--- src/rtl/post_output_transposer.sv ---
// Drains up to six polynomials from eight coefficient banks into an AXI-Stream of 8-lane beats.
// Optional POST_OUTPUT_TLAST_PER_POLYN_EN: tlast on the last beat of every polynomial instead of only the final one.
module post_output_transposer #(
    parameter int DATA_WIDTH   = 39,
    parameter int READ_LATENCY = 2,
    parameter int FIFO_DEPTH   = 4
) (
    input  logic                    clk,
    input  logic                    rst_n,
    input  logic                    i_obuf_reset,
    input  logic                    i_obuf_start,
    input  logic [2:0]              i_obuf_npolyn,
    output logic                    o_obuf_busy,
    output logic                    o_obuf_done,
    output logic [47:0]             o_obuf_rden,
    output logic [71:0]             o_obuf_addr,
    input  logic [8*DATA_WIDTH-1:0] i_obuf_data,
    output logic                    o_axis_tvalid,
    input  logic                    i_axis_tready,
    output logic [8*DATA_WIDTH-1:0] o_axis_tdata,
    output logic                    o_axis_tlast
);
    localparam int BEAT_W = 8 * DATA_WIDTH;
    localparam int PTR_W  = (FIFO_DEPTH > 1) ? $clog2(FIFO_DEPTH) : 1;
    localparam int CNT_W  = $clog2(FIFO_DEPTH + 1);

    typedef enum logic [1:0] {IDLE, READ, DRAIN, DONE} state_t;

    state_t                  state_q, state_d;
    logic [2:0]              poly_q, poly_last_q;
    logic [8:0]              coef_q;
    logic                    issue, final_read, beat_last, push, pop;
    logic [CNT_W-1:0]        inflight_q, count_q;
    logic [CNT_W:0]          credit_used;
    logic [PTR_W-1:0]        wr_ptr_q, rd_ptr_q;
    logic [READ_LATENCY-1:0] vld_sr, last_sr;
    logic [BEAT_W:0]         fifo_mem [FIFO_DEPTH];
    logic [BEAT_W:0]         head;

    assign final_read  = (poly_q == poly_last_q) && (coef_q == 9'd511);
`ifdef POST_OUTPUT_TLAST_PER_POLYN_EN
    assign beat_last   = (coef_q == 9'd511);
`else
    assign beat_last   = final_read;
`endif
    assign credit_used = {1'b0, inflight_q} + {1'b0, count_q};
    assign push        = vld_sr[READ_LATENCY-1];
    assign pop         = o_axis_tvalid & i_axis_tready;

    always_ff @(posedge clk or negedge rst_n) begin
        if (!rst_n) state_q <= IDLE;
        else        state_q <= state_d;
    end

    // Reads are credit-limited so every returning word is guaranteed a FIFO slot.
    always_comb begin
        state_d     = state_q;
        issue       = 1'b0;
        o_obuf_busy = 1'b0;
        o_obuf_done = 1'b0;
        case (state_q)
            IDLE: begin
                if (i_obuf_start)
                    state_d = (i_obuf_npolyn == 3'd0) ? DONE : READ;
            end
            READ: begin
                o_obuf_busy = 1'b1;
                if (credit_used < (CNT_W+1)'(FIFO_DEPTH)) begin
                    issue = 1'b1;
                    if (final_read) state_d = DRAIN;
                end
            end
            DRAIN: begin
                o_obuf_busy = 1'b1;
                if (count_q == '0 && inflight_q == '0) state_d = DONE;
            end
            DONE: begin
                o_obuf_done = 1'b1;
                state_d     = IDLE;
            end
            default: state_d = IDLE;
        endcase
        if (i_obuf_reset) begin
            state_d     = IDLE;
            issue       = 1'b0;
            o_obuf_done = 1'b0;
        end
    end

    always_ff @(posedge clk or negedge rst_n) begin
        if (!rst_n) begin
            poly_q      <= '0;
            coef_q      <= '0;
            poly_last_q <= '0;
        end else if (i_obuf_reset) begin
            poly_q <= '0;
            coef_q <= '0;
        end else if (state_q == IDLE && i_obuf_start) begin
            poly_q      <= '0;
            coef_q      <= '0;
            poly_last_q <= (i_obuf_npolyn >= 3'd6) ? 3'd5 : i_obuf_npolyn - 3'd1;
        end else if (issue) begin
            coef_q <= coef_q + 9'd1;
            if (coef_q == 9'd511) poly_q <= poly_q + 3'd1;
        end
    end

    always_comb begin
        o_obuf_rden = '0;
        o_obuf_addr = '0;
        if (issue) begin
            for (int b = 0; b < 8; b++) begin
                o_obuf_rden[b*6 + int'(poly_q)] = 1'b1;
                o_obuf_addr[b*9 +: 9]           = coef_q;
            end
        end
    end

    // Valid/last tags travel alongside the RAM latency; clearing them drops aborted reads.
    always_ff @(posedge clk or negedge rst_n) begin
        if (!rst_n) begin
            vld_sr     <= '0;
            last_sr    <= '0;
            inflight_q <= '0;
        end else if (i_obuf_reset) begin
            vld_sr     <= '0;
            last_sr    <= '0;
            inflight_q <= '0;
        end else begin
            vld_sr[0]  <= issue;
            last_sr[0] <= issue & beat_last;
            for (int i = 1; i < READ_LATENCY; i++) begin
                vld_sr[i]  <= vld_sr[i-1];
                last_sr[i] <= last_sr[i-1];
            end
            inflight_q <= inflight_q + CNT_W'(issue) - CNT_W'(push);
        end
    end

    always_ff @(posedge clk or negedge rst_n) begin
        if (!rst_n) begin
            wr_ptr_q <= '0;
            rd_ptr_q <= '0;
            count_q  <= '0;
        end else if (i_obuf_reset) begin
            wr_ptr_q <= '0;
            rd_ptr_q <= '0;
            count_q  <= '0;
        end else begin
            if (push)
                wr_ptr_q <= (wr_ptr_q == PTR_W'(FIFO_DEPTH-1)) ? '0 : wr_ptr_q + 1'b1;
            if (pop)
                rd_ptr_q <= (rd_ptr_q == PTR_W'(FIFO_DEPTH-1)) ? '0 : rd_ptr_q + 1'b1;
            if (push && !pop)      count_q <= count_q + 1'b1;
            else if (!push && pop) count_q <= count_q - 1'b1;
        end
    end

    always_ff @(posedge clk) begin
        if (push && !i_obuf_reset)
            fifo_mem[wr_ptr_q] <= {last_sr[READ_LATENCY-1], i_obuf_data};
    end

    assign head          = fifo_mem[rd_ptr_q];
    assign o_axis_tvalid = (count_q != '0);
    assign o_axis_tdata  = o_axis_tvalid ? head[BEAT_W-1:0] : '0;
    assign o_axis_tlast  = o_axis_tvalid & head[BEAT_W];

endmodule
--- config.mk ---
export PLATFORM = sky130hd
export DESIGN_NAME = post_output_transposer
export DESIGN_NICKNAME = d
export VERILOG_FILES = /design/src/rtl/post_output_transposer.sv
export SDC_FILE = /design/constraint.sdc
export NUM_CORES = 1
export LEC_CHECK = 0
export BUFFER_PORTS_ARGS = -buffer_cell sky130_fd_sc_hd__buf_2
export CELL_PAD_IN_SITES_DETAIL_PLACEMENT = 0
export CELL_PAD_IN_SITES_GLOBAL_PLACEMENT = 2
export CORE_MARGIN = 2
export CORE_UTILIZATION = 40
export CTS_BUF_LIST = sky130_fd_sc_hd__clkbuf_4
export CTS_CLUSTER_DIAMETER = 40
export CTS_CLUSTER_SIZE = 30
export DETAILED_ROUTE_END_ITERATION = 8
export HOLD_SLACK_MARGIN = 0.12
export PLACE_DENSITY = 0.81
export REMOVE_ABC_BUFFERS = 1
export SYNTH_ARGS = -nofsm -noshare
export SYNTH_HDL_FRONTEND = slang
export SYNTH_SLANG_ARGS = --single-unit
--- constraint.sdc ---
create_clock -name clk -period 11.9 [get_ports clk]
set_input_delay 0 -clock clk [delete_from_list [all_inputs] [get_ports clk]]
set_output_delay 0 -clock clk [all_outputs]
set_load 0.005 [all_outputs]
---- Yosys cells after proc, flatten, opt, wreduce, memory -nomap -nowiden ----
Memory sizes are Yosys's and may differ from the RTL's.
Cells that the tools add are included.
cells by class
  bitwise operators ....................... 11
  equality and inequality tests ........... 11
  add/sub/neg operators ................... 17
  reduce and logical (&&, ||, !) cells .... 31
  $lt $le $gt $ge ......................... 18
  multiplexer cells ....................... 54
operators with widths
  kind                 number
  $mux 312             1
  $or 48x48->48        6
  $mux 72              1
  $mux 48              1
  $or 8x48->48         1
  $demux 1 s6          7
  $mux 2               14
  $mux 3               9
  $mux 9               3
  $lt 6x7->1 const B   3
  $add 5x3->6 const A  3
  $ge 6x1->1 const B   3
  $mux 1               16
  $add 6x3->7 const A  2
  $ge 7x1->1 const B   2
  $logic_and 1x1->1    14
  $lt 7x7->1 const B   2
  $ne 3x3->1 const B   4
  $reduce_bool 3->1    4
  $add 9x1->9 const B  1
  $eq 9x9->1 const B   1
  $logic_not 3->1      3
  $eq 2x2->1 const B   4
  $pmux 2 s4           1
  27 further kinds     36
word-level totals
  bits in registers ....................... 31
  bits in writable memories ............... 1252
  output and inout port bits .............. 436
  memories kept ........................... 1
  logic and storage cells ................. 153
  input bits .............................. 320
memory list
  name      words  width  rd ports  clocked after Yosys merged registers in  wr ports  RTL line  RTL
  fifo_mem  4      313    1         0                                        1         37        logic [BEAT_W:0] fifo_mem [FIFO_DEPTH];

---- Logic depth before layout (Yosys ltp) ----
  depth after elaboration ................. 13
  mapped depth ............................ 11
  gate-level depth less buffers ........... 10

---- Worst setup path after synthesis ----
OpenSTA, ideal clock, no wires.
  kind .................................... reg2reg
  start point ............................. register vld_sr[1]
  end point ............................... memory fifo_mem[0][0] in the netlist's numbering (enable)
  required time ........................... 11.184 ns
  library setup time ...................... 0.716 ns
  path buffers ............................ 1
  clock period less this slack ............ 8.644 ns
  cell stages (with the launch flop) ...... 4
  data arrival time ....................... 7.928 ns
  slack ................................... 3.256 ns
  path through ............................ dfrtp_1 -> clkbuf_1 -> nor2b_1 -> and2_1
between the ends
  word-level cells in the longest chain between the ends .. 3
ends and longest elaborated chain
  what                             RTL line  RTL
  start, declared                  36        logic [READ_LATENCY-1:0] vld_sr, last_sr;
  start signal, assigned by index  133       vld_sr[i] <= vld_sr[i-1];
  $logic_and 1x1->1                160       if (push && !i_obuf_reset)
  $mux 1                           160
  $mux 1 (implied by the code)     161       fifo_mem[wr_ptr_q] <= {last_sr[READ_LATENCY-1], i_obuf_data};
  end, declared                    37
No other way between the ends.

---- Final worst setup path ----
  start point ............................. register rd_ptr_q[0]
  end point ............................... output port o_axis_tdata[190]
between the ends
  word-level cells in the longest chain between the ends .. 2
ends and longest elaborated chain
  what                    RTL line  RTL
  start, declared         35        logic [PTR_W-1:0] wr_ptr_q, rd_ptr_q;
  start signal, assigned  153       rd_ptr_q <= (rd_ptr_q == PTR_W'(FIFO_DEPTH-1)) ? '0 : rd_ptr_q + 1'b1;
  $mem_v2 4x313           -
  $mux 312                166       assign o_axis_tdata = o_axis_tvalid ? head[BEAT_W-1:0] : '0;
  end, declared           20        output logic [8*DATA_WIDTH-1:0] o_axis_tdata,
No other way between the ends.

==> flow_metrics.py <==
metrics = {
    "worst_setup_path": {
        "critical_path_peak_fanout": 91,
        "end_kind": "output pin",
        "r2r_slack_ns": 7.99,
        "slowest_delay_ns": 1.04,
        "crit_slowest_cell": "dfrtp_4",
        "timing.rr.end": "inflight_q[2]",
        "rr_worst_depth": 10,
        "cp.arrival_ns": 4.78,
        "critPathBufInv": 3,
        "required_ns": 11.90,
        "worst-setup-path-type": "flop to output pin",
        "r2r-start": "inflight_q[2]",
        "crit_family": "buffers and inverters",
        "crit_chain": "buf_12 -> buf_4 -> mux4_2 -> and2_1 -> buf_2",
        "cp-start-kind": "flop",
    },
    "global_routing": {
        "grt_usage_pct": 18.8,
        "use_met1_pct": 22.4,
        "antenna_found_initial": 6,
        "grt_pass1_wl_mm": 181,
        "grt_pass1_vias": 30400,
        "grt-busiest-layer": "met2",
        "met2_usage_pct": 32.7,
        "overflow": 0,
        "met3_usage_pct": 4.54,
        "grt_max_degree": 158,
    },
    "drt": {
        "routed_wl_mm": 122,
        "vias": 28800,
        "viasPerCell": 4.95,
        "drc": 0,
        "drt-initial-drc-count": 2125,
        "ant_nets": 0,
        "wl_per_cell_um": 21.0,
        "drt-pass1-iter-count": 5,
    },
    "hold_path": {
        "hold_path_class": "primary input to flop",
        "hold_end": "fifo_mem[3][140]",
        "hold_start": "i_obuf_data[140]",
        "min_path_cells": 3,
    },
    "logic_synthesis": {
        "ys_seq_elements": 1283,
        "synth.distinct_cells": 40,
        "synth_flop_cell": "edfxtp_1",
        "synth_area_sq_mm": 0.0501,
        "avgSynthCellArea_sq_um": 21.2,
        "synth_edf_count": 1252,
        "yosysSeqAreaShare_pct": 76.7,
        "yosysWarnings": 0,
        "synth_cells": 2357,
        "async_flop_share_pct": 2.42,
    },
    "cts": {
        "cts_buffer_depth": 3,
        "root_buffer": "clkbuf_4",
        "insertion_delay_ns": 1.17,
        "clkSinkCount": 1283,
        "cts_tree": "yes",
        "cts_max_level": 4,
        "clk_pin_slew_ns": 0.12,
        "cts_setup_buffers": 0,
        "cts_buffers": 154,
    },
    "finish": {
        "drive_gt1_share_pct": 32.8,
        "fin_area_sq_mm": 0.0673,
        "syn2layout_area_growth_pct": 34.5,
        "multi_input_area_sq_mm": 0.0105,
        "fin_util_pct": 54.3,
        "seq_area_sq_mm": 0.0384,
        "nets": 4407,
        "fill_cells": 9592,
        "final_cells": 5821,
    },
    "timing": {
        "finalMaxSlewViolations": 0,
        "fin_setup_tns_ns": 0,
        "tightest_slew_ns": 1.07,
        "fin_crit_sh_pct": 40.2,
        "max_slew_margin_pct": 28.9,
        "rsz0062_at_grt": "no",
        "finalHoldViolCount": 0,
        "fin_crit_ns": 4.78,
        "setup_viol": 0,
        "skew_ns": 0.0964,
        "fmax_mhz": 209,
    },
    "floorplan": {
        "core-area_sq_mm": 0.124,
        "ios": 756,
        "die_w_um": 358,
        "core.rowCount": 129,
        "dieHeight_um": 358,
        "start_util_pct": 40.4,
        "dieArea_sq_mm": 0.128,
    },
    "run": {
        "max-cap-violations": 0,
    },
    "placement": {
        "dp_cells": 4579,
        "dp_hpwl_mm": 68.3,
        "postPlaceCellArea_sq_mm": 0.0551,
        "port_buffers": 755,
        "routabilityCongestion": 0.798,
    },
    "outcome": {
        "outcome": "finished clean",
    },
    "pwr": {
        "powerDensity_mw_per_mm2": 166,
        "p_total_mw": 11.2,
        "leakage_nw": 24.0,
        "irDropWorstVdd_v": 0.000245,
    },
}
## cell type report
class	count	area share, %
Clock inverter	111	1.95
Sequential cell	1283	57.0
Multi-Input combinational cell	857	15.7
Inverter	19	0.106
Antenna cell	4	0.0149
Timing Repair Buffer	1740	20.3
Clock buffer	170	1.90
Tap cell	1637	3.04
## tightest hold or removal path: stages
cell,delay [ns]
dlygate4sd3_1,0.60
buf_2,0.13
dlygate4sd3_1,0.59
## sequential cells by signal, summed over array words and instances (netlist names)
register	flops
inflight_q	3
coef_q	9
state_q	2
rd_ptr_q	2
count_q	3
last_sr	2
fifo_mem	1252
poly_last_q	3
vld_sr	2
wr_ptr_q	2
poly_q	3
## synthesized netlist by cell type (all sizes together), types with 2 or more instances
cell / n / share of area, %
a21o: 2 / 0.030
a21oi: 19 / 0.19
a22oi: 8 / 0.12
a31oi: 2 / 0.025
a32oi: 5 / 0.087
and2: 319 / 4.0
and3: 22 / 0.27
buf: 132 / 1.7
clkbuf: 66 / 0.49
dfrtp: 31 / 1.5
edfxtp: 1252 / 75
fa: 2 / 0.080
ha: 30 / 0.75
inv: 19 / 0.14
mux2i: 2 / 0.040
mux4: 313 / 14
nand2: 29 / 0.22
nand3: 11 / 0.11
nand4: 4 / 0.050
nor2: 41 / 0.31
nor2b: 5 / 0.062
nor3: 6 / 0.070
nor3b: 2 / 0.030
o21ai: 12 / 0.12
or3: 2 / 0.035
xnor2: 7 / 0.12
xor2: 7 / 0.12
## cells in the final DEF (no fill, tap or decap), drive strengths merged, types with 4 or more instances in the layout
cell type | netlist | routed
edfxtp | 1252 | 1252
dlygate4sd3 | 0 | 956
buf | 132 | 784
and2 | 319 | 319
mux4 | 313 | 313
clkbuf | 66 | 170
clkinv | 0 | 50
inv | 19 | 42
nor2 | 41 | 41
dfrtp | 31 | 31
ha | 30 | 30
nand2 | 29 | 29
bufinv | 0 | 24
and3 | 22 | 22
a21oi | 19 | 19
clkinvlp | 0 | 14
o21ai | 12 | 12
nand3 | 11 | 11
a22oi | 8 | 8
xnor2 | 7 | 7
xor2 | 7 | 7
nor3 | 6 | 6
a32oi | 5 | 5
nor2b | 5 | 5
diode | 0 | 4
nand4 | 4 | 4
## cell families (layout without fill, tap and decap cells)
| logic type | after synthesis | after routing | share of synthesized area (%) |
|---|---|---|---|
| multiplexers | 315 | 315 | 14.1 |
| AO/OA/AOI/OAI | 53 | 53 | 0.672 |
| adder cells (fa/ha/maj) | 32 | 32 | 0.830 |
| XOR/XNOR | 14 | 14 | 0.245 |
| AND/OR/NAND/NOR | 443 | 443 | 5.18 |
| flip-flops | 1283 | 1283 | 76.7 |
| buffers and inverters | 217 | 2040 | 2.30 |
| other | 0 | 4 | 0 |
## worst max path at each step
stage / from / end / slack, ns / cells after the start
finish: rd_ptr_q[0] / o_axis_tdata[190] / 7.12 / 5
global route: rd_ptr_q[0] / o_axis_tdata[190] / 6.59 / 5
CTS: rd_ptr_q[0] / o_axis_tdata[190] / 6.74 / 5
detailed placement: inflight_q[2] / inflight_q[2] / 8.07 / 10
global placement: rd_ptr_q[0] / o_axis_tdata[190] / 8.10 / 5
floorplan: rd_ptr_q[0] / rd_ptr_q[0] / -1.17 / 4
## where the power goes
| group | total [mW] | leakage (nW) | internal [mW] | switching (mW) |
|---|---|---|---|---|
| Clock | 2.89 | 1.40 | 1.28 | 1.61 |
| Sequential | 5.11 | 11.7 | 5.03 | 0.0744 |
| Combinational | 3.17 | 10.9 | 1.56 | 1.61 |
| Total | 11.2 | 24.0 | 7.88 | 3.29 |
## what timing repair did
item / in CTS / in global routing
hold buffers: 957 / 0
endpoints found under the hold margin: 1456 / 0
resized for setup: 0 / 0
## stage by stage
| stage | hold slack [ns] | setup WS [ns] |
|---|---|---|
| floorplan | -0.296 | -1.17 |
| global placement | 0.136 | 8.10 |
| detailed placement | 0.137 | 8.07 |
| CTS | 0.173 | 6.74 |
| global route | 0.240 | 6.59 |
| finish | 0.347 | 7.12 |
## layer usage
layer  routed length [um]  part of all wire, %  up-vias
li1                     -                    -    12900
met1                46000                   38    14600
met2                62900                   52     1038
met3                 8680                  7.1      239
met4                 4400                  3.6        6
met5                   35                0.029        -
Note: power is estimated with default switching activity, not from simulation.
